[src/rtl/pwm_multi.sv]
`default_nettype none
// ============================================================================
//  Module      : pwm_multi
//  Description : Multi-channel ESC-style PWM generator with arm/disarm
//                sequencing. A prescaler produces a 1 us tick and a us counter
//                defines the frame. Each channel has a shadow register, written
//                by the update strobe, and an active register, loaded only at
//                the frame wrap. Pulses therefore never change mid-frame.
//  Ports       : clock        - single clock
//                reset_n      - asynchronous active-low reset
//                arm          - level request to arm the outputs
//                idle         - level; forces IDLE_US on all channels
//                throttle     - 8 bits per channel, channel i at [8i+7:8i]
//                update       - one-cycle strobe that captures throttle
//                pwm          - registered pulse outputs, one per channel
//                armed        - high only in state ARMED
//                frame_start  - one-cycle pulse after each frame wrap
//                fault        - failsafe timeout flag
//  Options     : PWM_FAILSAFE_EN - when defined, adds a frames-since-update
//                counter that disarms and latches fault on timeout.
//                When undefined, fault is tied low.
//  Revision    : 1.0 - initial release
// ============================================================================
module pwm_multi #(
    parameter int NUM_CH         = 4,
    parameter int CLK_DIV        = 50,
    parameter int PERIOD_US      = 2500,
    parameter int MIN_US         = 1064,
    parameter int SPAN_US        = 803,
    parameter int IDLE_US        = 900,
    parameter int ARM_FRAMES     = 400,
    parameter int TIMEOUT_FRAMES = 40
) (
    input  logic                  clock,
    input  logic                  reset_n,
    input  logic                  arm,
    input  logic                  idle,
    input  logic [8*NUM_CH-1:0]   throttle,
    input  logic                  update,
    output logic [NUM_CH-1:0]     pwm,
    output logic                  armed,
    output logic                  frame_start,
    output logic                  fault
);

    // One width holds every microsecond quantity (counter, shadow, active).
    localparam int c_PRE_W  = (CLK_DIV > 1) ? $clog2(CLK_DIV) : 1;
    localparam int c_W      = $clog2(PERIOD_US + MIN_US + SPAN_US + IDLE_US + 1);
    localparam int c_PROD_W = 8 + $clog2(SPAN_US + 1);
    localparam int c_FR_W   = (ARM_FRAMES > 0) ? $clog2(ARM_FRAMES + 1) : 1;

    localparam logic [c_PRE_W-1:0]  c_PRE_MAX = c_PRE_W'(CLK_DIV - 1);
    localparam logic [c_W-1:0]      c_US_MAX  = c_W'(PERIOD_US - 1);
    localparam logic [c_W-1:0]      c_MIN     = c_W'(MIN_US);
    localparam logic [c_W-1:0]      c_IDLE    = c_W'(IDLE_US);
    localparam logic [c_PROD_W-1:0] c_SPAN    = c_PROD_W'(SPAN_US);
    localparam logic [c_FR_W-1:0]   c_ARM     = c_FR_W'(ARM_FRAMES);

    typedef enum logic [1:0] {
        ST_DISARMED = 2'd0,
        ST_ARMING   = 2'd1,
        ST_ARMED    = 2'd2
    } state_t;

    state_t              r_state;
    logic                r_armed;
    logic [c_FR_W-1:0]   r_frames;
    logic [c_PRE_W-1:0]  r_pre;
    logic [c_W-1:0]      r_us;
    logic                r_frame_start;
    logic [NUM_CH-1:0]   r_pwm;
    logic [c_W-1:0]      r_shadow [NUM_CH];
    logic [c_W-1:0]      r_active [NUM_CH];
    logic [c_W-1:0]      w_mapped [NUM_CH];

    logic w_tick;
    logic w_wrap;
    logic w_load_live;
    logic w_timeout;
    logic w_rearm_block;

    assign w_tick      = (r_pre == c_PRE_MAX);
    assign w_wrap      = w_tick && (r_us == c_US_MAX);
    assign w_load_live = (r_state == ST_ARMED) && !idle;

    // ------------------------------------------------------------------
    // Timebase: 1 us prescaler, frame counter and registered wrap pulse
    // ------------------------------------------------------------------
    always_ff @(posedge clock or negedge reset_n) begin
        if (!reset_n) begin
            r_pre         <= '0;
            r_us          <= '0;
            r_frame_start <= 1'b0;
        end else begin
            r_frame_start <= w_wrap;
            if (w_tick) begin
                r_pre <= '0;
                r_us  <= (r_us == c_US_MAX) ? '0 : r_us + c_W'(1);
            end else begin
                r_pre <= r_pre + c_PRE_W'(1);
            end
        end
    end

    // ------------------------------------------------------------------
    // Throttle mapping: the product is kept at full width before the
    // shift so that 255 maps to MIN_US + 799 rather than a truncated value.
    // ------------------------------------------------------------------
    for (genvar gi = 0; gi < NUM_CH; gi++) begin : g_map
        assign w_mapped[gi] = c_MIN +
            c_W'((c_PROD_W'(throttle[8*gi +: 8]) * c_SPAN) >> 8);
    end

    // ------------------------------------------------------------------
    // Per-channel shadow/active registers and pulse output.
    // active only changes at the wrap (while us_ctr returns to 0), so the
    // comparison below cannot produce a runt or split pulse. An update in
    // the wrap cycle lands in shadow after active has sampled the old value.
    // ------------------------------------------------------------------
    always_ff @(posedge clock or negedge reset_n) begin
        if (!reset_n) begin
            r_pwm <= '0;
            for (int ch = 0; ch < NUM_CH; ch++) begin
                r_shadow[ch] <= c_MIN;
                r_active[ch] <= c_IDLE;
            end
        end else begin
            for (int ch = 0; ch < NUM_CH; ch++) begin
                if (update) begin
                    r_shadow[ch] <= w_mapped[ch];
                end
                if (w_wrap) begin
                    r_active[ch] <= w_load_live ? r_shadow[ch] : c_IDLE;
                end
                r_pwm[ch] <= (r_us < r_active[ch]);
            end
        end
    end

    // ------------------------------------------------------------------
    // Arming state machine. The frame count stops at ARM_FRAMES because
    // the transition to ARMED takes priority over further increments.
    // ------------------------------------------------------------------
    always_ff @(posedge clock or negedge reset_n) begin
        if (!reset_n) begin
            r_state  <= ST_DISARMED;
            r_armed  <= 1'b0;
            r_frames <= '0;
        end else begin
            case (r_state)
                ST_DISARMED: begin
                    if (arm && !w_rearm_block) begin
                        r_state  <= ST_ARMING;
                        r_frames <= '0;
                    end
                end
                ST_ARMING: begin
                    if (!arm) begin
                        r_state <= ST_DISARMED;
                    end else if (r_frames == c_ARM) begin
                        r_state <= ST_ARMED;
                        r_armed <= 1'b1;
                    end else if (w_wrap) begin
                        r_frames <= r_frames + c_FR_W'(1);
                    end
                end
                ST_ARMED: begin
                    if (!arm || w_timeout) begin
                        r_state <= ST_DISARMED;
                        r_armed <= 1'b0;
                    end
                end
                default: begin
                    r_state <= ST_DISARMED;
                    r_armed <= 1'b0;
                end
            endcase
        end
    end

`ifdef PWM_FAILSAFE_EN
    // ------------------------------------------------------------------
    // Failsafe: frames since the last update, saturating at the timeout.
    // fault latches on timeout in ARMED and only clears once arm is low,
    // so the operator has to cycle arm before the outputs can rearm.
    // ------------------------------------------------------------------
    localparam int c_TO_W = (TIMEOUT_FRAMES > 0) ? $clog2(TIMEOUT_FRAMES + 1) : 1;
    localparam logic [c_TO_W-1:0] c_TO = c_TO_W'(TIMEOUT_FRAMES);

    logic [c_TO_W-1:0] r_since;
    logic              r_fault;

    assign w_timeout     = (r_state == ST_ARMED) && (r_since == c_TO);
    assign w_rearm_block = r_fault;

    always_ff @(posedge clock or negedge reset_n) begin
        if (!reset_n) begin
            r_since <= '0;
            r_fault <= 1'b0;
        end else begin
            if (update) begin
                r_since <= '0;
            end else if (w_wrap && (r_since != c_TO)) begin
                r_since <= r_since + c_TO_W'(1);
            end
            if (w_timeout) begin
                r_fault <= 1'b1;
            end else if (!arm) begin
                r_fault <= 1'b0;
            end
        end
    end

    assign fault = r_fault;
`else
    assign w_timeout     = 1'b0;
    assign w_rearm_block = 1'b0;
    assign fault         = 1'b0;
`endif

    assign pwm         = r_pwm;
    assign armed       = r_armed;
    assign frame_start = r_frame_start;

endmodule
`default_nettype wire

[config.mk]
export PLATFORM = sky130hd
export DESIGN_NAME = pwm_multi
export DESIGN_NICKNAME = d
export VERILOG_FILES = /design/src/rtl/pwm_multi.sv
export SDC_FILE = /design/constraint.sdc
export NUM_CORES = 1
export LEC_CHECK = 0
export CORE_ASPECT_RATIO = 0.75
export CORE_MARGIN = 2
export CORE_UTILIZATION = 35
export DETAILED_ROUTE_END_ITERATION = 7
export MAX_ROUTING_LAYER = met4
export PLACE_DENSITY = 0.47
export SLEW_MARGIN = 30
export SYNTH_ARGS = -nofsm -noshare
export SYNTH_HDL_FRONTEND = slang
export SYNTH_SLANG_ARGS = --single-unit
export TNS_END_PERCENT = 50
[constraint.sdc]
create_clock -name clock -period 6.41 [get_ports clock]
set_clock_uncertainty 0.1 [all_clocks]
set_input_delay 1.923 -clock clock [delete_from_list [all_inputs] [get_ports clock]]
set_output_delay 1.923 -clock clock [all_outputs]
set_load 0.03 [all_outputs]
### Yosys cells after proc, flatten, opt, wreduce, memory -nomap -nowiden

Index checks and enable logic that the tools add are counted.

* add/subtract/negate cells: 7
* multipliers: 4
* order comparisons: 4
* equal/unequal tests: 12
* mux-type cells: 20
* bitwise operators: 1
* reduce and logical (&&, ||, !) cells: 8

Operators by type and width (count)
* $mul A8 B10 Y18 const B: 4
* $mux W13: 5
* $lt A13 B13 Y1: 4
* $add A11 B10 Y12 const A: 4
* $mux W9: 4
* $pmux W9 S2: 1
* $add A13 B1 Y13 const B: 1
* $eq A13 B12 Y1 const B: 1
* $ne A2 B2 Y1 const B: 6
* $add A9 B1 Y9 const B: 1
* $eq A9 B9 Y1 const B: 1
* $mux W2: 4
* $add A6 B1 Y6 const B: 1
* $eq A6 B6 Y1 const B: 1
* $mux W6: 1
* $pmux W2 S3: 1
* $reduce_and A5 Y1: 1
* $reduce_and A4 Y1: 1
* $mux W1: 3
* $ne A3 B3 Y1 const B: 1
* $pmux W1 S3: 1
* $reduce_and A3 Y1: 1
* $eq A2 B1 Y1 const B: 1
* $eq A2 B2 Y1 const B: 1
* other kinds (5): 6

* flip-flop bits (word level): 140
* input port bits: 37
* output and inout bits: 7
* word-level logic and storage cells: 71

### Logic depth before layout (Yosys ltp)

* word-level depth: 6
* depth in mapped cells: 19
* gate-level depth less buffers: 19

### Worst setup path before layout

No wires, ideal clock.

* path type: input-to-reg
* start: input throttle[5]
* end: register r_shadow[48] (netlist bit)
* arrival: 5.732 ns
* data required time: 6.185 ns
* slack: 0.453 ns
* stages on the path: 16
* path buffers: 0
* cells stage by stage: ha_1 > fa_1 > inv_1 > fa_1 > inv_1 > ha_1 > a31o_2 > a21oi_4 > or4b_1 > nand3_1 > ha_1 > nor2_1 > mux2_1 > nor4_1 > xor2_1 > mux2_2

* word-level cells in the longest chain between the ends: 2

Ends and longest elaborated chain
* start: declaration: line 38 `input logic [8*NUM_CH-1:0] throttle,`
* $mul A8 B10 Y18: line 111 `c_W'((c_PROD_W'(throttle[8*gi +: 8]) * c_SPAN) >> 8);`
* $add A11 B10 Y12: line 110 `assign w_mapped[gi] = c_MIN +`
* end signal: indexed assignment: line 124 `r_shadow[ch] <= c_MIN;`
* end signal: indexed assignment: line 130 `r_shadow[ch] <= w_mapped[ch];`
* end: declaration: line 72 `logic [c_W-1:0] r_shadow [NUM_CH];`

No other way between the ends.
A chain may end at the register's enable or synchronous reset.

### Worst setup path after layout

Ends and elaborated chain as after synthesis.

==> metrics.yaml <==
syn_inst: 1146
drive_gt1_share_pct: 12.1
antenna_cells: 0
start_kind: "input pin"
vias: 8016
fin_crit_sh_pct: 95.0
synth.most_common_cell: "ha_1"
via_per_inst: 4.91
critPathRequiredTime_ns: 6.62
critPathMostFrequentCell: "ha_1"
cts.sinks: 132
drt_iter0_drc: 315
chipHeight_um: 158
netlist_area_um2: 11100
coreArea_um2: 31200
power.leakage_nw: 6.49
post-place-cells: 1602
rsz0062_at_grt: "false"
crit_path_end_kind: "flop"
crit_fanout: 4
max_slew_margin_pct: 43.5
seq_area_frac_synth_pct: 30.2
power_density_nw_per_um2: 274
worst-path-buf-inv: 4
rows: 56
synth_edf_count: 0
final_antenna_net_count: 0
setup_viol: 0
clock_latency_ns: 0.42
max_freq_mhz: 164
yosysTopAreaCell: "ha_1"
grt_antenna_before_repair: 0
fin_crit_ns: 6.09
die-area_um2: 33000
nNetsFinal: 1495
synth_seq_cells: 132
maxCapViolCount: 0
min_from: "r_active[28]"
cts_buffers: 17
peakVddDrop_v: 0.000122
crit_start: "throttle[5]"
ys_warn_count: 0
finalNonFillerCells: 1634
ys.flop_type: "dfrtp_1"
drv_slew: 0
start_util_pct: 35.5
cts_buffer_depth: 2
outcome: "finished clean"
slowest_stage: "fa_1"
synthesis.nets: 1426
cts_hold_buf: 0
path_cells: "clkdlybuf4s50_1 > ha_1 > fa_1 > inv_1 > fa_1 > inv_1 > ha_1 > a31o_2 > a21oi_4 > or4b_1 > nand3_1 > ha_1 > nor2_1 > mux2_1 > nor4_1 > buf_4 > xor2_1 > mux2_2"
pin_count: 44
fin_ws_ns: 0.318
cts_root_buf: "clkbuf_16"
routed_wl_mm: 23.1
area_delta_synth_final_pct: 15.3
cts_resized: 0
firstDrtPassIters: 6
synth_top_area_share_pct: 23.9
ys_top_cells_by_area: "ha_1 24%, dfrtp_1 24%, dfstp_2 6.7%"
hold_slack_ns: 0.384
htree_levels: 4
dpl.hpwl_mm: 17.9
async_reset_ff_share_pct: 100
grt_max_degree: 93
dp_slack_ns: -0.168
worstMarginPinSlew_ns: 0.846
crit_family: "adder cells"
track_usage_pct: 15.4
post_cts_buffers: 0
cts_tree: "yes"
timing.rr.start: "r_us[1]"
grt_pass1_wl_mm: 39.5
critPathMaxStageDelay_ns: 0.52
place_congestion: 0.814
yosys-top-cells-count: "211 x ha_1, 157 x inv_1, 104 x dfrtp_1"
total_power_mw: 3.49
hp-class: "flop to flop"
fillers: 3108
io_buffers: 42
synth_cell_types: 84
worstSetupPathType: "input pin to flop"
grt-ovfl-total: 0
cp.arrival_ns: 6.30
drc_errors: 0
hold_violations: 0
wl_per_cell_um: 14.1
die_x_um: 209
avgSynthCellArea_um2: 9.65
grt_pass1_vias: 7787
clk_pin_slew_ns: 0.06
## cells by family after synthesis
| kind of cell | synth area share (%) |
|---|---|
| flops | 30.2 |
| other cells | 0.0339 |
| xor+xnor | 6.27 |
| buf+inv | 6.35 |
| fa+ha+maj | 29.7 |
| mux | 2.21 |
| compound gates | 13.0 |
| simple gates | 12.2 |
## stage by stage
| step | setup TNS, ns | util, % | instance area, um2 |
|---|---|---|---|
| 6_report | 0 | 40.9 | 12700 |
| 5_1_grt | 0 | 40.9 | 12700 |
| 4_1_cts | 0 | 40.9 | 12700 |
| 3_5_place_dp | -0.252 | 38.9 | 12100 |
| 3_3_place_gp | -0.139 | 38.9 | 12100 |
| 2_1_floorplan | 0 | - | 11100 |
## layout by cell type (no fill, tap or decap), types with 23 or more instances in the layout
cell,instances
nor3_1,30
ha_1,211
a21o_1,23
clkdlybuf4s50_1,40
fa_1,32
nand2_1,43
dfrtp_1,104
buf_4,36
o21ai_0,60
dfstp_2,28
nand3_1,47
a21oi_1,62
inv_1,157
nor2_1,70
xnor2_1,39
xor2_1,33
## layout make-up
type,count,area [um2],share of cell area [%]
Inverter,158,593,4.65
Sequential cell,132,3340,26.2
Timing Repair Buffer,78,689,5.41
Clock buffer,18,439,3.44
Clock inverter,14,165,1.30
Tap cell,406,508,3.98
Multi-Input combinational cell,828,7020,55.0
## per-layer routing
| metal | GRT usage [%] | routed length [um] |
|---|---|---|
| met5 | - | 0 |
| met2 | 21.0 | 9220 |
| met4 | 3.16 | 123 |
| met3 | 2.66 | 556 |
| met1 | 23.5 | 13200 |
## state kept, by name, summed over array words and instances, names as in the netlist
register,count
r_active,48
r_shadow,48
r_us,13
r_frames,9
r_pre,6
pwm,4
r_state,2
armed,1
frame_start,1
## where the power goes
part	total (mW)	internal, mW	switching [mW]
Sequential	1.06	0.994	0.0699
Clock	1.01	0.595	0.410
Combinational	1.42	0.702	0.718
## final timing paths
check | to | slack (ns) | depth (start not counted)
max in group asynchronous | r_shadow[31] | 3.73 | 2
min in group asynchronous | r_frames[1] | 1.44 | 1
min reg2reg | r_active[28] | 0.38 | 2
max reg2reg | r_frames[5] | 2.80 | 9
max | r_shadow[48] | 0.32 | 18
min | r_active[28] | 0.38 | 2
## worst reg2reg max path: cells and delay by family, from the launching register on
kind / cells / cell delay (ns)
AO/OA/AOI/OAI: 2 / 0.49
adder cells (fa/ha/maj): 1 / 0.34
buffers and inverters: 1 / 0.50
flip-flops: 1 / 0.58
AND/OR/NAND/NOR: 5 / 1.53
No activity file was read; power rests on OpenSTA's default activity.
